--- src/rtl/pipe_skid_reg.sv ---
// Generic pipeline-stage register: valid/ready handshake, synchronous flush,
// optional two-entry skid buffer so downstream stalls never reach in_ready_o.
module pipe_skid_reg #(
   parameter int               WIDTH     = 137,
   parameter int               SKID      = 1,
   parameter logic [WIDTH-1:0] RESET_VAL = '0
) (
   input  logic             clk,
   input  logic             rst,
   input  logic             flush_i,
   input  logic             in_valid_i,
   output logic             in_ready_o,
   input  logic [WIDTH-1:0] in_data_i,
   output logic             out_valid_o,
   input  logic             out_ready_i,
   output logic [WIDTH-1:0] out_data_o,
   output logic [1:0]       occupancy_o
);

   logic             main_vld;
   logic             skid_vld;
   logic [WIDTH-1:0] main_data;
   logic [WIDTH-1:0] skid_data;
   logic             main_vld_n;
   logic             skid_vld_n;
   logic [WIDTH-1:0] main_data_n;
   logic [WIDTH-1:0] skid_data_n;
   logic             push;
   logic             pop;

   always_ff @(posedge clk or negedge rst) begin
      if (!rst) begin
         main_vld  <= 1'b0;
         skid_vld  <= 1'b0;
         main_data <= RESET_VAL;
         skid_data <= RESET_VAL;
      end else begin
         main_vld  <= main_vld_n;
         skid_vld  <= skid_vld_n;
         main_data <= main_data_n;
         skid_data <= skid_data_n;
      end
   end

   // Flush only drops valid bits; the data registers keep their contents.
   always_comb begin
      main_vld_n  = main_vld;
      skid_vld_n  = skid_vld;
      main_data_n = main_data;
      skid_data_n = skid_data;
      if (flush_i) begin
         main_vld_n = 1'b0;
         skid_vld_n = 1'b0;
      end else if (SKID != 0) begin
         case ({main_vld, skid_vld})
            2'b10: begin
               if (push && !pop) begin
                  skid_vld_n  = 1'b1;
                  skid_data_n = in_data_i;
               end else if (push) begin
                  main_data_n = in_data_i;
               end else if (pop) begin
                  main_vld_n = 1'b0;
               end
            end
            2'b11: begin
               if (pop) begin
                  main_data_n = skid_data;
                  skid_vld_n  = 1'b0;
               end
            end
            default: begin
               if (push) begin
                  main_vld_n  = 1'b1;
                  main_data_n = in_data_i;
               end
            end
         endcase
      end else begin
         if (push) begin
            main_vld_n  = 1'b1;
            main_data_n = in_data_i;
         end else if (pop) begin
            main_vld_n = 1'b0;
         end
      end
   end

   always_comb begin
      out_valid_o = main_vld;
      out_data_o  = main_data;
      occupancy_o = {1'b0, main_vld} + {1'b0, skid_vld};
      if (SKID != 0) begin
         in_ready_o = rst & ~skid_vld;
      end else begin
         in_ready_o = rst & (~main_vld | out_ready_i);
      end
      push = in_valid_i & in_ready_o;
      pop  = main_vld & out_ready_i;
   end

endmodule
--- config.mk ---
export PLATFORM = sky130hd
export DESIGN_NAME = pipe_skid_reg
export DESIGN_NICKNAME = d
export VERILOG_FILES = /design/src/rtl/pipe_skid_reg.sv
export SDC_FILE = /design/constraint.sdc
export NUM_CORES = 1
export LEC_CHECK = 0
export CAP_MARGIN = 20
export CORE_ASPECT_RATIO = 1.25
export CORE_UTILIZATION = 50
export CTS_BUF_LIST = sky130_fd_sc_hd__clkbuf_16
export DETAILED_ROUTE_END_ITERATION = 10
export GPL_ROUTABILITY_DRIVEN = 1
export MAX_ROUTING_LAYER = met4
export PLACE_DENSITY = 0.86
export SYNTH_ARGS = -nofsm -noshare
export SYNTH_HDL_FRONTEND = slang
export SYNTH_SLANG_ARGS = --single-unit
export TNS_END_PERCENT = 1
--- constraint.sdc ---
create_clock -name clk -period 2.4 [get_ports clk]
set_clock_uncertainty 0.05 [all_clocks]
set_input_delay 0.48 -clock clk [delete_from_list [all_inputs] [get_ports clk]]
set_output_delay 0.48 -clock clk [all_outputs]
set_load 0.02 [all_outputs]
Yosys cells after proc, flatten, opt, wreduce, memory -nomap -nowiden
Index checks and enable logic that the tools add are counted.
Widths: inputs -> output; s select.
{"block": "totals", "ff_bits": 276}
{"block": "op_classes", "n_addsub": 1, "eq_ne": 10, "n_mux": 13, "n_bitwise": 5, "n_reduce_logical": 8}
{"operator": "$mux 137", "count": 3}
{"operator": "$pmux 137 s2", "count": 1}
{"operator": "$ne 3x3->1 const B", "count": 5}
{"operator": "$reduce_and 3->1", "count": 3}
{"operator": "$mux 1", "count": 7}
{"operator": "$ne 2x2->1 const B", "count": 3}
{"operator": "$reduce_bool 3->1", "count": 2}
{"operator": "$reduce_and 5->1", "count": 1}
{"operator": "$eq 2x2->1 const B", "count": 2}
{"operator": "$pmux 1 s2", "count": 2}
{"operator": "$and 1x1->1", "count": 3}
{"operator": "$add 1x1->2", "count": 1}
{"operator": "$not 1->1", "count": 2}
{"operator": "$logic_and 1x1->1", "count": 1}
{"operator": "$logic_not 1->1", "count": 1}

Longest topological paths before layout
{"block": "logic_depth", "word_depth": 7, "depth_mapped": 7, "ltp_nobuf": 5}

Least setup slack after synthesis
OpenSTA, ideal clock, no wires.
{"block": "synth_path", "kind": "reg-to-reg", "startpoint": "register main_vld (netlist: out_valid_o)", "endpoint": "register main_data[87] (netlist: out_data_o[87])", "arrival_ns": 2.248, "slack_ns": -0.026, "path_stages_with_launch": 7, "n_path_buf": 3, "period_less_slack_ns": 2.426, "path_cell_list": "dfrtp_1 > ha_1 > buf_2 > buf_2 > buf_1 > mux2_2 > mux2_1"}
{"block": "synth_via", "elab_chain_len": 5, "elab_cells_between_ends": 9, "classes_between": "eq/ne (4); mux (1); bitwise (1); reduce/logical (3)"}
{"element": "start: declaration", "line": "20", "source": "logic main_vld;"}
{"element": "start signal: assignment", "line": "38", "source": "main_vld <= main_vld_n;"}
{"element": "$and 1x1->1", "line": "99", "source": "pop = main_vld & out_ready_i;"}
{"element": "$logic_not 1->1", "line": "57", "source": "if (push && !pop) begin"}
{"element": "$logic_and 1x1->1", "line": "57"}
{"element": "$ne 2x2->1 (no line)"}
{"element": "$reduce_and 3->1 (no line)"}
{"element": "end signal: assignment", "line": "40", "source": "main_data <= main_data_n;"}
{"element": "end: declaration", "line": "22", "source": "logic [WIDTH-1:0] main_data;"}
Parallel ways exist; a longest one is shown, timed or not.
A chain may end at the register's enable or synchronous reset.

Worst setup path in the final report
{"block": "layout_path", "startpoint": "register skid_vld", "endpoint": "output in_ready_o"}
{"block": "layout_via", "elab_chain_len": 2}
{"element": "start: declaration", "line": "21", "source": "logic skid_vld;"}
{"element": "start signal: assignment", "line": "39", "source": "skid_vld <= skid_vld_n;"}
{"element": "$not 1->1", "line": "94", "source": "in_ready_o = rst & ~skid_vld;"}
{"element": "$and 1x1->1", "line": "94"}
{"element": "end: declaration", "line": "12", "source": "output logic in_ready_o,"}
Every way passes these cells.

==> impl_metrics.csv <==
group,metric,value,unit
run_status,status,"complete, no violations",
clock_tree,worstSkewPairLatency,530,ps
synth,yosysMostFrequentCell,"mux2_1",
pwr,p_per_area,849,nW/um^2
clock_tree,cts_tree,"done",
global_routing,grt_max_degree,148,
synth,synth_area_leader_cell,"dfrtp_1",
synth,async_flop_share,100,%
pwr,seq_power_share,46.0,%
global_routing,antenna_found_initial,1,
clock_tree,htree_levels,1,
timing,timing.hold.ws,10.5,ps
routing,dr.pass1.iters,6,
floorplanning,start_util,51.0,%
synth,syn_avg_cell_area,16.1,sq um
timing,maxSlewHeadroom,45.1,%
timing,min_period_over_period,96.0,%
clock_tree,cts_buffers,27,
routing,dr.first_iter.drc_count,166,
pwr,power.ir.vdd_worst,0.000689,V
worst_setup_path,worstSetupPathType,"reg2out",
routing,drtAntennaViolNets,0,
floorplanning,die_y,176,microns
routing,via_per_inst,5.18,
cells_and_area,area_delta_synth_final,35.2,%
synth,synthTopCellsByCount,"mux2_1 (292), dfrtp_1 (276), mux2_2 (119)",
floorplanning,core_area,23700,sq um
place,port_buffers,282,
clock_tree,clkTransAtPathRegs,70,ps
worst_setup_path,cp.required,1870,ps
timing,worst_pin_slew,823,ps
place,post_dp_cell_area,15500,sq um
global_routing,grt_first_pass_wirelength,42200,microns
clock_tree,root_buffer,"clkbuf_16",
worst_hold_path,hp-class,"in2async",
pwr,switching_share,27.3,%
synth,ys_top_cells_by_area,"dfrtp_1 (57%), mux2_1 (27%), mux2_2 (11%)",
worst_setup_path,reg2reg_to,"skid_data[1]$_DFFE_PN0P_",
floorplanning,row_count,63,
floorplanning,dieArea,24800,sq um
cells_and_area,drive_gt1_share,18.7,%
routing,drc,0,
timing,max_freq,0.434,GHz
floorplanning,io_pins,283,
synth,synth_fp_nets,897,
worst_setup_path,end_kind,"primary output",
timing,slew_violations,0,
place,dp_hpwl,18200,microns
synth,synth_area,12100,sq um
timing,finalHoldViolations,0,
synth,synthFlopType,"dfrtp_1",
synth,synth.distinct_cells,26,
synth,yosysSeqAreaShare,57.1,%
global_routing,track_usage,22.3,%
floorplanning,die_width,141,microns
routing,finalWirelength,26500,microns
clock_tree,clock_sinks,276,
pwr,leakagePower,7.03,nW
timing,rsz0062_at_grt,"false",
worst_setup_path,cp.arrival,1770,ps
pwr,switchingPower,3.79,mW
synth,synth_top_cell_area_share,57.1,%
worst_setup_path,r2r_cells,7,
clock_tree,post_cts_buffers,0,
worst_setup_path,regToRegStartpoint,"skid_vld$_DFFE_PN0P_",
synth,synth_warnings,0,
pwr,p_int,10.1,mW
cells_and_area,final_cell_area,16400,sq um
clock_tree,clk_path_buf_depth,3,
worst_setup_path,startpoint_type,"flop",
timing,setup_viol_count_final,0,
synth,syn-instance-count,753,
routing,vias,7244,
global_routing,gr-total-overflow,0,
flow_run,drv_cap,0,
synth,synth_seq_cells,276,
pwr,power_frac_clock,30.3,%
pwr,finalPower,13.9,mW
place,globalplace.congestion,0.757,
cells_and_area,fin_nets,1198,
worst_setup_path,r2r_slack,170,ps
pwr,power_frac_comb,23.8,%
synth,synth_edf_count,0,
timing,setup_tns,0,ps
timing,fin_crit,2300,ps
worst_setup_path,cp_max_fo,7,
global_routing,grt_pass1_vias,8005,
routing,wire_per_inst,18.9,microns
[worst max-delay path by stage]
stage,to,slack [ps],start,cells past startpoint
6_report,in_ready_o,100,skid_vld$_DFFE_PN0P_,2
4_1_cts,in_ready_o,70,skid_vld$_DFFE_PN0P_,2
3_3_place_gp,out_data_o[126]$_DFFE_PN0P_,-60,in_valid_i,6
3_5_place_dp,out_data_o[71]$_DFFE_PN0P_,-110,in_valid_i,6
5_1_grt,in_ready_o,20,skid_vld$_DFFE_PN0P_,2
2_1_floorplan,out_data_o[72]$_DFFE_PN0P_,-20,out_valid_o$_DFFE_PN0P_,6
[metal layers]
metal	track usage (%)	vias to the layer above	part of all wire [%]
li1	-	3310	-
met1	25.8	3670	40
met2	37.8	212	51
met3	5.64	52	6.9
met4	7.16	0	2.7
met5	-	-	0
[cell usage in the layout (no fill, tap or decap)]
master / instances
buf_4: 16
dfrtp_2: 2
ha_1: 1
a21oi_1: 1
clkinv_4: 1
dlygate4sd2_1: 1
nand2_1: 1
o21ai_1: 1
mux2_1: 292
nand3_1: 1
and3b_1: 1
and4b_1: 1
nor2b_1: 1
mux2_2: 119
clkdlybuf4s15_1: 1
clkdlybuf4s50_1: 279
clkinv_1: 3
buf_8: 1
buf_6: 1
a2111oi_0: 1
nand4bb_4: 1
nand3b_1: 1
inv_1: 8
dfrtp_1: 274
clkbuf_16: 27
nor3b_4: 1
clkinv_2: 5
a21boi_4: 1
dlygate4sd3_1: 1
nor2_1: 2
diode_2: 1
inv_6: 1
ha_4: 1
bufinv_16: 4
buf_12: 18
a221oi_4: 1
a211oi_1: 1
[power by group through the flow]
stage	clock network, mW	logic [mW]	registers [mW]
finish	4.20	3.30	6.38
detailed placement	0	3.33	6.44
global route	4.48	3.53	6.51
floorplan	0	1.01	6.93
CTS	4.31	3.36	6.38
global placement	0	3.22	6.37
[kinds of logic after synthesis]
group | share of synthesized area [%]
AOI/OAI and AO/OA | 0.528
muxes | 38.3
DFF | 57.1
buffers and inverters | 3.18
and+or+nand+nor | 0.734
adders and majority gates | 0.207
[sequential cells by signal (all words and copies together), names as in the netlist]
name	count
out_data_o	137
skid_data	137
out_valid_o	1
skid_vld	1
[area by class of cell]
class                      instances  area [sq um]
antenna                            1          2.50
clock buffer                      27           676
clock inverter                    20           196
fill                            1633          7370
inverter                           2          7.51
multi-input combinational        429          4830
sequential                       276          6910
tap                              325           407
timing repair buffer             318          3330
[stage by stage]
step                instances  utilization (%)  setup slack [ps]
floorplan                 753                -             -22.6
global placement         1349             65.2             -58.3
detailed placement       1349             65.2              -112
CTS                      1397             68.9              70.3
global route             1398             68.9              16.4
finish                   1398             68.9              95.0
[timing repair]
| action | CTS | global route |
|---|---|---|
| setup endpoints to repair | 2 | 37 |
| gates resized for setup | 4 | 3 |
| endpoints found under the hold margin | 4 | 0 |
| hold buffers | 1 | 0 |
[critical path, stage by stage, from the launching register on]
cell and delay [ps]:
dfrtp_2 460, nor2b_1 120, clkdlybuf4s50_1 660
Note: power is estimated with default switching activity, not from simulation.
